<file path="config.mk">
export PLATFORM = sky130hd
export DESIGN_NAME = mem_port_arbiter
export DESIGN_NICKNAME = d
export VERILOG_FILES = /design/src/rtl/mem_pkg.sv /design/src/rtl/lsu_lane_align.sv /design/src/rtl/mem_port_arbiter.sv
export SDC_FILE = /design/constraint.sdc
export NUM_CORES = 1
export LEC_CHECK = 0
export ABC_AREA = 1
export CORE_MARGIN = 1.5
export CORE_UTILIZATION = 35
export CTS_BUF_LIST = sky130_fd_sc_hd__clkbuf_8
export CTS_CLUSTER_SIZE = 12
export DETAILED_ROUTE_END_ITERATION = 8
export DONT_BUFFER_PORTS = 1
export GPL_ROUTABILITY_DRIVEN = 0
export SLEW_MARGIN = 15
export SYNTH_ARGS = -nofsm -noshare
export SYNTH_HDL_FRONTEND = slang
export SYNTH_SLANG_ARGS = --single-unit
</file>
<file path="constraint.sdc">
create_clock -name clk -period 2.9 [get_ports clk]
set_input_delay 0.435 -clock clk [delete_from_list [all_inputs] [get_ports clk]]
set_output_delay 0.435 -clock clk [all_outputs]
set_load 0.05 [all_outputs]
</file>
<file path="src/rtl/mem_pkg.sv">
// Shared types for the memory-port arbiter and lane aligner.
package mem_pkg;

   localparam logic [2:0] MOP_B  = 3'b000;
   localparam logic [2:0] MOP_H  = 3'b001;
   localparam logic [2:0] MOP_W  = 3'b010;
   localparam logic [2:0] MOP_BU = 3'b100;
   localparam logic [2:0] MOP_HU = 3'b101;

   typedef enum logic [1:0] {
      IDLE,
      REQ,
      RESP,
      ERR
   } state_e;

   typedef enum logic {
      OWN_IFU,
      OWN_LSU
   } owner_e;

endpackage

</file>
<file path="src/rtl/lsu_lane_align.sv">
// Byte-lane legality, store shift/mask and load extract/extend.
module lsu_lane_align
   import mem_pkg::*;
(
   input  logic [1:0]  req_off_i,
   input  logic [2:0]  req_op_i,
   input  logic        req_wen_i,
   input  logic [31:0] wdata_i,
   input  logic [1:0]  rsp_off_i,
   input  logic [2:0]  rsp_op_i,
   input  logic [31:0] rdata_i,
   output logic        legal_o,
   output logic [31:0] wdata_o,
   output logic [3:0]  wmask_o,
   output logic [31:0] rdata_o
);

   logic [31:0] b;

   always_comb begin
      legal_o = 1'b0;
      wmask_o = 4'b1111;
      case (req_op_i)
         MOP_B, MOP_BU: begin
            legal_o = !(req_wen_i && req_op_i == MOP_BU);
            wmask_o = 4'b0001 << req_off_i;
         end
         MOP_H, MOP_HU: begin
            legal_o = !req_off_i[0] && !(req_wen_i && req_op_i == MOP_HU);
            wmask_o = 4'b0011 << req_off_i;
         end
         MOP_W: begin
            legal_o = (req_off_i == 2'b00);
         end
         default: legal_o = 1'b0;
      endcase
      // Loads always read the whole word; lanes are picked on return.
      if (!req_wen_i) wmask_o = 4'b1111;
      wdata_o = wdata_i << {req_off_i, 3'b000};
   end

   always_comb begin
      b = rdata_i >> {rsp_off_i, 3'b000};
      case (rsp_op_i)
         MOP_B:   rdata_o = {{24{b[7]}}, b[7:0]};
         MOP_BU:  rdata_o = {24'h0, b[7:0]};
         MOP_H:   rdata_o = {{16{b[15]}}, b[15:0]};
         MOP_HU:  rdata_o = {16'h0, b[15:0]};
         default: rdata_o = rdata_i;
      endcase
   end

endmodule

</file>
<file path="src/rtl/mem_port_arbiter.sv">
// Shares one word-wide memory port between fetch and load/store.
module mem_port_arbiter
   import mem_pkg::*;
#(
   parameter bit LSU_PRIO = 1'b0,
   parameter int ADDR_W   = 32
) (
   input  logic              clk,
   input  logic              rst,
   input  logic              ifu_req_valid,
   output logic              ifu_req_ready,
   input  logic [ADDR_W-1:0] ifu_addr,
   output logic              ifu_rsp_valid,
   output logic [31:0]       ifu_rdata,
   input  logic              lsu_req_valid,
   output logic              lsu_req_ready,
   input  logic [ADDR_W-1:0] lsu_addr,
   input  logic              lsu_wen,
   input  logic [2:0]        lsu_memop,
   input  logic [31:0]       lsu_wdata,
   output logic              lsu_rsp_valid,
   output logic [31:0]       lsu_rdata,
   output logic              lsu_err,
   output logic              mem_req_valid,
   input  logic              mem_req_ready,
   output logic [ADDR_W-1:0] mem_addr,
   output logic              mem_wen,
   output logic [31:0]       mem_wdata,
   output logic [3:0]        mem_wmask,
   input  logic              mem_rsp_valid,
   input  logic [31:0]       mem_rdata
);

   state_e state_q, state_d;
   owner_e rr_q, rr_d;
   owner_e own_q, own_d;
   logic [ADDR_W-1:0] addr_q, addr_d;
   logic wen_q, wen_d;
   logic [31:0] wdata_q, wdata_d;
   logic [3:0] wmask_q, wmask_d;
   logic [2:0] op_q, op_d;
   logic [1:0] off_q, off_d;
   logic ifu_rv_q, ifu_rv_d;
   logic lsu_rv_q, lsu_rv_d;
   logic err_q, err_d;
   logic [31:0] ifu_rd_q, ifu_rd_d;
   logic [31:0] lsu_rd_q, lsu_rd_d;

   logic gnt_ifu, gnt_lsu;
   logic al_legal;
   logic [31:0] al_wdata, al_rdata;
   logic [3:0] al_wmask;
   logic unused;

   // Fetch addresses are not checked; their low bits are simply dropped.
   assign unused = ^ifu_addr[1:0];

   lsu_lane_align u_align (
      .req_off_i (lsu_addr[1:0]),
      .req_op_i  (lsu_memop),
      .req_wen_i (lsu_wen),
      .wdata_i   (lsu_wdata),
      .rsp_off_i (off_q),
      .rsp_op_i  (op_q),
      .rdata_i   (mem_rdata),
      .legal_o   (al_legal),
      .wdata_o   (al_wdata),
      .wmask_o   (al_wmask),
      .rdata_o   (al_rdata)
   );

   always_comb begin
      state_d  = state_q;
      rr_d     = rr_q;
      own_d    = own_q;
      addr_d   = addr_q;
      wen_d    = wen_q;
      wdata_d  = wdata_q;
      wmask_d  = wmask_q;
      op_d     = op_q;
      off_d    = off_q;
      ifu_rv_d = 1'b0;
      lsu_rv_d = 1'b0;
      err_d    = 1'b0;
      ifu_rd_d = ifu_rd_q;
      lsu_rd_d = lsu_rd_q;
      gnt_ifu  = 1'b0;
      gnt_lsu  = 1'b0;
      case (state_q)
         IDLE: begin
            if (ifu_req_valid && lsu_req_valid) begin
               if (LSU_PRIO || rr_q == OWN_IFU) gnt_lsu = 1'b1;
               else gnt_ifu = 1'b1;
            end else begin
               gnt_ifu = ifu_req_valid;
               gnt_lsu = lsu_req_valid;
            end
            if (gnt_ifu) begin
               own_d   = OWN_IFU;
               rr_d    = OWN_IFU;
               addr_d  = {ifu_addr[ADDR_W-1:2], 2'b00};
               wen_d   = 1'b0;
               wdata_d = 32'h0;
               wmask_d = 4'b1111;
               state_d = REQ;
            end
            if (gnt_lsu) begin
               own_d   = OWN_LSU;
               rr_d    = OWN_LSU;
               addr_d  = {lsu_addr[ADDR_W-1:2], 2'b00};
               wen_d   = lsu_wen;
               wdata_d = al_wdata;
               wmask_d = al_wmask;
               op_d    = lsu_memop;
               off_d   = lsu_addr[1:0];
               if (al_legal) begin
                  state_d = REQ;
               end else begin
                  // Error pulse is registered so it shows in the ERR cycle.
                  state_d  = ERR;
                  lsu_rv_d = 1'b1;
                  err_d    = 1'b1;
                  lsu_rd_d = 32'h0;
               end
            end
         end
         REQ: begin
            if (mem_req_ready) state_d = RESP;
         end
         RESP: begin
            if (mem_rsp_valid) begin
               state_d = IDLE;
               if (own_q == OWN_IFU) begin
                  ifu_rv_d = 1'b1;
                  ifu_rd_d = mem_rdata;
               end else begin
                  lsu_rv_d = 1'b1;
                  lsu_rd_d = wen_q ? 32'h0 : al_rdata;
               end
            end
         end
         ERR: state_d = IDLE;
         default: state_d = IDLE;
      endcase
   end

   always_ff @(posedge clk) begin
      if (rst) begin
         state_q  <= IDLE;
         rr_q     <= OWN_LSU;
         own_q    <= OWN_IFU;
         addr_q   <= '0;
         wen_q    <= 1'b0;
         wdata_q  <= 32'h0;
         wmask_q  <= 4'h0;
         op_q     <= 3'b000;
         off_q    <= 2'b00;
         ifu_rv_q <= 1'b0;
         lsu_rv_q <= 1'b0;
         err_q    <= 1'b0;
         ifu_rd_q <= 32'h0;
         lsu_rd_q <= 32'h0;
      end else begin
         state_q  <= state_d;
         rr_q     <= rr_d;
         own_q    <= own_d;
         addr_q   <= addr_d;
         wen_q    <= wen_d;
         wdata_q  <= wdata_d;
         wmask_q  <= wmask_d;
         op_q     <= op_d;
         off_q    <= off_d;
         ifu_rv_q <= ifu_rv_d;
         lsu_rv_q <= lsu_rv_d;
         err_q    <= err_d;
         ifu_rd_q <= ifu_rd_d;
         lsu_rd_q <= lsu_rd_d;
      end
   end

   assign ifu_req_ready = gnt_ifu && !rst;
   assign lsu_req_ready = gnt_lsu && !rst;
   assign ifu_rsp_valid = ifu_rv_q;
   assign ifu_rdata     = ifu_rd_q;
   assign lsu_rsp_valid = lsu_rv_q;
   assign lsu_rdata     = lsu_rd_q;
   assign lsu_err       = err_q;
   assign mem_req_valid = (state_q == REQ);
   assign mem_addr      = addr_q;
   assign mem_wen       = wen_q;
   assign mem_wdata     = wdata_q;
   assign mem_wmask     = wmask_q;

endmodule

</file>
==> results of run 1 <==
[through the flow]
step,setup slack [ns],utilization,std cells,cell area [um2],power [mW]
CTS,0.863,0.384,1123,6890,5.12
floorplan,0.527,-,917,6400,3.27
global placement,0.899,0.360,1091,6470,3.41
global route,0.606,0.385,1125,6910,5.32
finish,0.913,0.385,1125,6910,5.07
detailed placement,0.871,0.360,1091,6470,3.42
[sequential cells by signal, summed over array words and instances, names as in the netlist]
| name | flops |
|---|---|
| mem_addr | 30 |
| mem_wen | 1 |
| op_q | 3 |
| own_q | 1 |
| state_q | 2 |
| ifu_rsp_valid | 1 |
| mem_wdata | 32 |
| ifu_rdata | 32 |
| off_q | 2 |
| lsu_rsp_valid | 1 |
| rr_q | 1 |
| lsu_rdata | 32 |
| mem_wmask | 4 |
| lsu_err | 1 |
[report_power, final]
part / internal (mW) / switching [mW] / total [mW] / leakage [nW]
Sequential: 2.11 / 0.574 / 2.68 / 1.17
Clock: 0.873 / 0.820 / 1.69 / 0.207
Combinational: 0.211 / 0.481 / 0.692 / 1.33
Total: 3.19 / 1.87 / 5.07 / 2.70
[layout make-up]
type / instances / area share
flip-flops and latches: 143 / 0.414
well taps: 229 / 0.0415
repair buffers: 15 / 0.0188
inverters: 62 / 0.0337
clock inverters: 14 / 0.0241
multi-input cells: 644 / 0.432
clock buffers: 18 / 0.0359
[metal layers]
layer | track usage | routed length (um) | part of all wire
met1 | 0.252 | 8390 | 0.42
met2 | 0.335 | 9300 | 0.47
met3 | 0.0901 | 1950 | 0.098
met4 | 0.0560 | 268 | 0.013
met5 | 0 | 0 | 0
[Yosys cell counts, types with 2 or more instances]
library cell	count
a211oi_1	3
nor3_1	4
nand2_2	3
a21oi_2	2
buf_2	13
nand2_1	248
o221ai_1	2
a22oi_1	6
a31oi_1	30
o21ai_0	113
a21oi_1	89
buf_6	5
nor2_1	60
inv_1	52
inv_2	9
nand3_1	64
nor2_2	3
dfxtp_1	143
buf_4	6
o22ai_1	5
nor2_4	2
clkbuf_1	44
[kinds of logic after synthesis]
logic type / after synthesis / synth area share
buffers and inverters: 130 / 0.0883
flip-flops: 143 / 0.448
other: 1 / 0.000587
AND/OR/NAND/NOR: 388 / 0.250
AO/OA/AOI/OAI: 254 / 0.214
[final timing paths]
check	slack [ns]	cells past startpoint	end
setup / recovery	0.91	5	lsu_req_ready
hold / removal	0.05	1	mem_wdata[1]$_SDFFE_PP0P_
setup reg to reg	0.92	8	ifu_rdata[23]$_SDFFE_PP0P_
hold reg to reg	0.50	2	own_q$_SDFFE_PP0P_
[repair_timing]
item,4_1_cts,5_1_grt
resized for setup,0,0
endpoints found under the hold margin,0,1
endpoints found under the setup margin,0,0
hold buffers,0,2
==> key figures, run 1 <==
Status
  • Status: finished, final reports clean

Floorplanning
  • Row cnt: ~50
  • Die Width: between 100 and 150 um
  • Die area: approximately 19,000 um2
  • Die Y: 138 um
  • Core region area: 18,000 um2
  • I/O pin total: roughly 280
  • Initial core utilization: 0.356

Critical path
  • Reg2reg start: state_q[1]$_SDFFE_PP0P_
  • WP buf/inv: 2
  • Peak fanout along the critical path: 32
  • Top Family by Delay on Critical Path: buffers and inverters
  • Crit-path max cell delay: 0.34 ns
  • Slowest-stage cell, CP: dfxtp_1
  • Endpoint class of the critical path: output port
  • Critical path's most frequent cell: buf_4
  • WP data arrival: 1.55 ns
  • CP Launch Type: register
  • Setup CP Type: register to output port
  • Crit-path cells: nand2_1, nand2_2, buf_4, nor2_2, buf_4
  • Worst Setup SP: rr_q$_SDFFE_PP1P_
  • Data required time of the worst path: approximately 2.5 ns

Layout
  • Area of the multi-input gates: approximately 3000 um2
  • ANT cells: 0
  • Layout area overhead: 8.06%
  • Layout cell share with drive strength beyond 1: 0.0748
  • Most frequent cells in the layout: nand2_1, dfxtp_1, o21ai_0
  • Seq. cell area: roughly 2900 um2
  • Fin nets: just over 1,000
  • Final-layout fill cell count: around 2,000
  • Commonest non-fill, non-tap cell in the layout: nand2_1

STA
  • Worst hold slack: between 0.04 and 0.05 ns
  • Hold Vio Cnt, Final: 0
  • Worst Skew: between 0.01 and 0.015 ns
  • Peak Freq: about 0.5 GHz
  • Setup Viol. Count Final: 0
  • Max-slew headroom at the worst pin: 0.391
  • Setup TNS: 0 ns
  • RSZ-0062 raised after global routing: no
  • Final Critical Period: 1.99 ns
  • Final period util: 0.685
  • Pins Over Slew Limit: 0
  • Worst-margin pin slew: a little over 0.9 ns

Power and ir drop
  • Worst vdd ir: around 0.00034 V
  • Power per Cell Area: about 730 nW/um2
  • Leak: around 2.7 nW

Min path
  • Min-Delay Path Class: primary input to register
  • Worst hold start: rst

Route
  • Post-Route WL: around 20,000 um
  • Post-route DRC: 0
  • Detailed Route Iter0 Violations: between 300 and 400
  • Routed length per placed instance: between 15 and 20 um
  • DRT Pass-1 Iters: 6
  • Vias per cell: roughly 5.3
  • Total number of vias: 5,907
  • Post-DRT Antenna Nets: 0

Global route
  • First-pass GRT wire length: 31,600 um
  • Antenna violations before repair: 0
  • GR Overflow Total: 0
  • Vias in the first global route: 5,598
  • Largest net degree at the start of global routing: about 80
  • GRT Total Usage: 0.207

Yosys
  • Synth cell types: 32
  • Register area share after synthesis: 0.448
  • Mapped cell area: 6390 um2
  • Area contributors post-synth: dfxtp_1, nand2_1, o21ai_0
  • Dominant synthesized flop cell: dfxtp_1
  • Avg Cell Area, Syn: between 6 and 7 um2
  • Synth warn: 0
  • Register bit total from synthesis: about 140
  • Number of flops mapped to enable cells by yosys: 0
  • Mapped Cells: 916
  • Post-synth top area cell: dfxtp_1
  • Ys async rst share: 0
  • Synth top area share: 0.448

CTS
  • Root Buffer: clkbuf_8
  • Num CTS Buffers: 17
  • Clk slew on worst S/H paths: 0.09 ns
  • Post-CTS setup buffer count: 0
  • CTS H-Tree Depth: 4
  • CTS Sinks: 143
  • CTS tree: built
  • CTS max path bufs: 2
  • Clock latency on the worst-skew pair: 0.45 ns

Placement
  • IO Port Bufs: 0
  • Dpl hpwl: about 14,000 um

Flow run
  • Max Cap Viol: 0
No activity file was read; power rests on OpenSTA's default activity.
==> inputs of run 2 (changes only) <==
Clock period 2.9 ns to 1.77 ns, I/O delays scaled along.
==> run 2 against run 1 <==
Compared with the run above: cell count grew 10%; count of clock-buffer cells in the layout is the same; non-clock buffer count grew 117; critical path type unchanged; global-route usage grew 2.0 points; via count grew 9.9%; critical endpoint unchanged.
==> key figures, run 2 (synthesis results as in run 1) <==
Status
  • Status: finished, final reports clean

Route
  • Routed length per placed instance: 17.5 um (-1.0%)
  • Vias per cell: 5.23 (-0.47%)
  • DRT Pass-1 Iters: 5 (-1)
  • Total number of vias: 6,491 (+9.9%)
  • Post-Route WL: 21,800 um (+9.3%)
  • Detailed Route Iter0 Violations: 371 (+2.2%)
  • Post-route DRC: 0 (unchanged)
  • Post-DRT Antenna Nets: 0 (unchanged)

CTS
  • CTS tree: built
  • Root Buffer: clkbuf_8
  • Post-CTS setup buffer count: 0 (unchanged)
  • CTS max path bufs: 2 (unchanged)
  • CTS H-Tree Depth: 4 (unchanged)
  • Clk slew on worst S/H paths: 0.08 ns (about the same)
  • CTS Sinks: 143 (unchanged)
  • Num CTS Buffers: 17 (unchanged)
  • Clock latency on the worst-skew pair: 0.44 ns (about the same)

Power and ir drop
  • Power share of the clock group: 0.314 (-0.020)
  • NetSw: 3.19 mW (+70%)
  • Worst vdd ir: 0.000480 V (+42%)
  • P_int: 5.32 mW (+67%)
  • Switch share: 0.375 (+0.00485)
  • Leak: 3.23 nW (+19%)
  • Gate power share: 0.182 (+0.046)
  • Reg power frac: 0.504 (-0.025)
  • PnR Total Power: 8.52 mW (+68%)
  • Power per Cell Area: 1050 nW/um2 (+44%)

Critical path
  • Setup CP Type: register to output port
  • Worst R2R Setup Slack: 0.19 ns (-0.73 ns)
  • Peak fanout along the critical path: 32 (unchanged)
  • CP Launch Type: register
  • Worst r2r dst: lsu_rdata[30]$_SDFFE_PP0P_
  • FF-to-FF path depth: 8 (unchanged)
  • WP data arrival: 1.41 ns (-0.14 ns)
  • Top Family by Delay on Critical Path: buffers and inverters
  • Crit-path cells: nand2_1, nand2_2, buf_12, nor2_4, buf_8
  • Data required time of the worst path: 1.50 ns (-0.97 ns)
  • Endpoint class of the critical path: output port
  • Reg2reg start: off_q[0]$_SDFFE_PP0P_
  • Crit-path max cell delay: 0.32 ns (-0.02 ns)
  • WP buf/inv: 2 (unchanged)
  • Slowest-stage cell, CP: dfxtp_1

Floorplanning
  • Die area: 19,100 um2 (unchanged)
  • Row cnt: 49 (unchanged)
  • Die Y: 138 um (unchanged)
  • Core region area: 18,000 um2 (unchanged)
  • Initial core utilization: 0.356 (unchanged)
  • Die Width: 138 um (unchanged)
  • I/O pin total: 277 (unchanged)

STA
  • Worst hold slack: 0.0290 ns (-0.0163 ns)
  • Setup TNS: 0 ns (unchanged)
  • Final worst slack: 0.0968 ns (-0.816 ns)
  • RSZ-0062 raised after global routing: yes
  • Final Critical Period: 1.67 ns
  • Max-slew headroom at the worst pin: 0.598 (+0.208)
  • Hold Vio Cnt, Final: 0 (unchanged)
  • Peak Freq: between 0.5 and 0.6 GHz
  • Pins Over Slew Limit: 0 (unchanged)
  • Worst Skew: 0.0104 ns (-0.00195 ns)
  • Setup Viol. Count Final: 0 (unchanged)
  • Worst-margin pin slew: 0.602 ns (-0.311 ns)
  • Final period util: 0.945

Global route
  • First-pass GRT wire length: 34,700 um (+9.9%)
  • Vias in the first global route: 6,377 (+14%)
  • Antenna violations before repair: 0 (unchanged)
  • GR Overflow Total: 0 (unchanged)
  • GRT Total Usage: 0.227 (+0.0198)
  • Largest net degree at the start of global routing: 63 (-19%)

Layout
  • Area of the multi-input gates: 2990 um2 (+0.17%)
  • Seq. cell area: 2860 um2 (unchanged)
  • Fin nets: 1,138 (+11%)
  • Most frequent cells in the layout: nand2_1, dfxtp_1, o21ai_0
  • Final-layout fill cell count: 1,845 (-6.1%)
  • Layout area overhead: 26.3%
  • ANT cells: 0 (unchanged)
  • Layout cell share with drive strength beyond 1: 0.0908 (+0.0160)
  • Commonest non-fill, non-tap cell in the layout: nand2_1

Placement
  • IO Port Bufs: 0 (unchanged)
  • Pre-CTS setup slack: 0.143 ns (-0.729 ns)
  • Dpl hpwl: 14,200 um (+2.3%)

Flow run
  • Max Cap Viol: 0 (unchanged)

Min path
  • Min-Delay Path Class: primary input to register
  • Endpoint, Worst Hold: ifu_rdata[7]$_SDFFE_PP0P_
  • Min-Delay Path Depth: 2 (+1)
  • Worst hold start: mem_rdata[7]
[run 2: changes by cell type in the layout (fill, tap and decap cells not counted), sizes merged]
cell,change
clkinvlp,-1
dlygate4sd3,+93
inv,+1
clkinv,+1
bufinv,-1
buf,+24
[run 2: power by group through the flow]
stage | logic [mW] | clock network [mW] | registers (mW)
6_report | 1.55 | 2.67 | 4.30
3_3_place_gp | 1.29 | 0 | 4.37
4_1_cts | 1.52 | 2.78 | 4.29
5_1_grt | 1.73 | 2.90 | 4.32
3_5_place_dp | 1.31 | 0 | 4.37
2_1_floorplan | 0.975 | 0 | 4.39
[run 2: layer usage]
metal | global-route usage | vias to the layer above | wire length (um)
met4 | 0.0936 | 0 | 707
met5 | 0 | - | 0
met1 | 0.276 | 2939 | 8830
met3 | 0.0901 | 44 | 2230
met2 | 0.358 | 308 | 10000
li1 | - | 3200 | -
[run 2: stage by stage]
| stage | cells | instance area (um2) | util |
|---|---|---|---|
| CTS | 1241 | 8040 | 0.448 |
| detailed placement | 1114 | 6660 | 0.371 |
| finish | 1242 | 8070 | 0.449 |
| floorplan | 917 | 6400 | - |
| global route | 1242 | 8070 | 0.449 |
| global placement | 1114 | 6660 | 0.371 |
[run 2: repair_timing]
item	4_1_cts	5_1_grt
resized for setup	3	6
endpoints found under the hold margin	127	1
endpoints found under the setup margin	1	29
pin swaps	0	1
hold buffers	95	1
cloned	0	0
[run 2: worst max-delay path by stage]
| stage | end | cells past startpoint | start |
|---|---|---|---|
| 3_5_place_dp | lsu_rdata[24]$_SDFFE_PP0P_ | 8 | state_q[0]$_SDFFE_PP0P_ |
| 5_1_grt | lsu_req_ready | 5 | rr_q$_SDFFE_PP1P_ |
| 4_1_cts | lsu_req_ready | 5 | rr_q$_SDFFE_PP1P_ |
| 3_3_place_gp | lsu_rdata[9]$_SDFFE_PP0P_ | 8 | state_q[0]$_SDFFE_PP0P_ |
| 2_1_floorplan | state_q[1]$_SDFFE_PP0P_ | 6 | state_q[0]$_SDFFE_PP0P_ |
| 6_report | lsu_req_ready | 5 | rr_q$_SDFFE_PP1P_ |
[run 2: layout make-up]
| class | instances | area share |
|---|---|---|
| multi-input combinational | 644 | 0.370 |
| tap | 229 | 0.0355 |
| inverter | 62 | 0.0291 |
| sequential | 143 | 0.355 |
| timing repair buffer | 132 | 0.161 |
| clock buffer | 18 | 0.0307 |
| clock inverter | 14 | 0.0192 |
==> inputs of run 3 (changes only) <==
Settings changed: GPL_ROUTABILITY_DRIVEN 0 to not set.
==> run 3 against run 2 <==
Compared with the run above: cell count hardly changed; clock power fell by 7%; total power down 2.3%; count of clock-buffer cells in the layout decreased by 1; clock skew increased by 0.0064 ns; global-route usage fell by 0.33 points; via count increased by 0.29%; first-iteration DRC count fell by 4.6%; die area did not move; hold slack gained 0.0063 ns; largest power group unchanged.
==> key figures, run 3 (synthesis results as in run 1) <==
Status
  • Status: finished, final reports clean

Route
  • Post-DRT Antenna Nets: 0 (unchanged)
  • Total number of vias: 6,510 (+0.29%)
  • Detailed Route Iter0 Violations: 354 (-4.6%)
  • Post-Route WL: 21,600 um (-0.84%)
  • Routed length per placed instance: 17.4 um (-0.76%)
  • DRT Pass-1 Iters: 6 (+1)
  • Post-route DRC: 0 (unchanged)
  • Vias per cell: 5.25 (+0.37%)

Global route
  • Antenna violations before repair: 0 (unchanged)
  • Vias in the first global route: 6,422 (+0.71%)
  • GRT Total Usage: 0.224 (-0.00331)
  • First-pass GRT wire length: 34,300 um (-1.1%)
  • Largest net degree at the start of global routing: 63 (unchanged)
  • GR Overflow Total: 0 (unchanged)

Layout
  • Final-layout fill cell count: 1,859 (+0.76%)
  • Fin cells: 1,241 (-0.081%)
  • Most frequent cells in the layout: nand2_1, dfxtp_1, o21ai_0
  • Util after Layout: 0.447 (-0.00230)
  • Fin nets: 1,137 (-0.088%)
  • Layout area overhead: 25.6%
  • Layout cell share with drive strength beyond 1: 0.0929 (+0.00207)
  • ANT cells: 0 (unchanged)
  • Final Instance Area: 8030 um2 (-0.51%)
  • Commonest non-fill, non-tap cell in the layout: nand2_1

STA
  • Worst-margin pin slew: 0.607 ns (+0.00526 ns)
  • Final period util: 0.941 (-0.00398)
  • RSZ-0062 raised after global routing: yes
  • Final Critical Period: 1.67 ns (-0.00705 ns)
  • Peak Freq: 0.600 GHz (+0.42%)
  • Pins Over Slew Limit: 0 (unchanged)
  • Hold Vio Cnt, Final: 0 (unchanged)
  • Setup Viol. Count Final: 0 (unchanged)
  • Max-slew headroom at the worst pin: 0.595 (-0.00351)
  • Worst Skew: 0.0168 ns (+0.00639 ns)
  • Setup TNS: 0 ns (unchanged)
  • Worst hold slack: 0.0353 ns (+0.00633 ns)

CTS
  • CTS max path bufs: 2 (unchanged)
  • CTS tree: built
  • Root Buffer: clkbuf_8
  • Num CTS Buffers: 17 (unchanged)
  • CTS H-Tree Depth: 4 (unchanged)
  • Clk slew on worst S/H paths: 0.09 ns (about the same)
  • CTS Sinks: 143 (unchanged)
  • Clock latency on the worst-skew pair: 0.45 ns (about the same)

Floorplanning
  • Initial core utilization: 0.356 (unchanged)
  • Core region area: 18,000 um2 (unchanged)
  • Die Width: 138 um (unchanged)
  • Row cnt: 49 (unchanged)
  • Die Y: 138 um (unchanged)
  • I/O pin total: 277 (unchanged)
  • Die area: 19,100 um2 (unchanged)

Flow run
  • Max Cap Viol: 0 (unchanged)

Placement
  • Dpl hpwl: 14,200 um (+0.26%)
  • IO Port Bufs: 0 (unchanged)
  • Post-Place Cells: 1,115 (+0.090%)
  • Placed Area: 6670 um2 (+0.11%)
  • Routability congestion estimate: ~0.86

Critical path
  • Data required time of the worst path: 1.50 ns (about the same)
  • CP Launch Type: register
  • Peak fanout along the critical path: 32 (unchanged)
  • Setup CP Type: register to output port
  • Endpoint class of the critical path: output port
  • WP data arrival: 1.40 ns (about the same)

Min path
  • Min-Delay Path Class: primary input to register

Power and ir drop
  • Power per Cell Area: 1040 nW/um2 (-1.7%)
  • Worst vdd ir: 0.000469 V (-2.1%)
  • Leak: 3.22 nW (-0.29%)
## run 3: final timing paths
kind	from	end	slack, ns	depth (start not counted)
worst max register to register	off_q[1]$_SDFFE_PP0P_	lsu_rdata[4]$_SDFFE_PP0P_	0.16	6
worst min-delay path	mem_rdata[7]	ifu_rdata[7]$_SDFFE_PP0P_	0.04	2
worst min register to register	own_q$_SDFFE_PP0P_	own_q$_SDFFE_PP0P_	0.50	2
worst max-delay path	rr_q$_SDFFE_PP1P_	lsu_req_ready	0.10	5
## run 3: final cells by class
type,count,area [um2],area share
multi-input cells,644,2990,0.373
flip-flops and latches,143,2860,0.356
repair buffers,131,1280,0.160
well taps,229,287,0.0357
inverters,62,235,0.0293
clock buffers,17,234,0.0291
clock inverters,15,135,0.0168
## run 3: power by group
| part | switching, mW | total [mW] | leakage (nW) | internal, mW |
|---|---|---|---|---|
| Sequential | 0.839 | 4.29 | 1.17 | 3.46 |
| Combinational | 0.993 | 1.55 | 1.86 | 0.560 |
| Clock | 1.35 | 2.48 | 0.192 | 1.13 |
## run 3: layer usage
layer  GRT usage  part of all wire
met5           0                 0
met4      0.0781             0.027
met3      0.0835             0.093
met2       0.368              0.47
met1       0.268              0.41
## run 3: worst max-delay path, cell delays in order, from the launching register on
cell and delay (ns):
dfxtp_1 0.32, nand2_1 0.07, nand2_2 0.09, buf_12 0.18
nor2_4 0.12, buf_8 0.17
## run 3: timing repair
action / CTS / global route
setup buffers: 0 / 0
resized for setup: 3 / 7
hold endpoints to repair: 126 / 0
pin swaps: 0 / 2
endpoints found under the setup margin: 1 / 24
hold buffers: 94 / 0
## run 3: through the flow
stage | worst slack [ns] | power [mW]
2_1_floorplan | 0.0687 | 5.37
3_3_place_gp | 0.202 | 5.67
3_5_place_dp | 0.190 | 5.68
4_1_cts | 0.0107 | 8.39
5_1_grt | -0.000543 | 8.76
6_report | 0.104 | 8.32
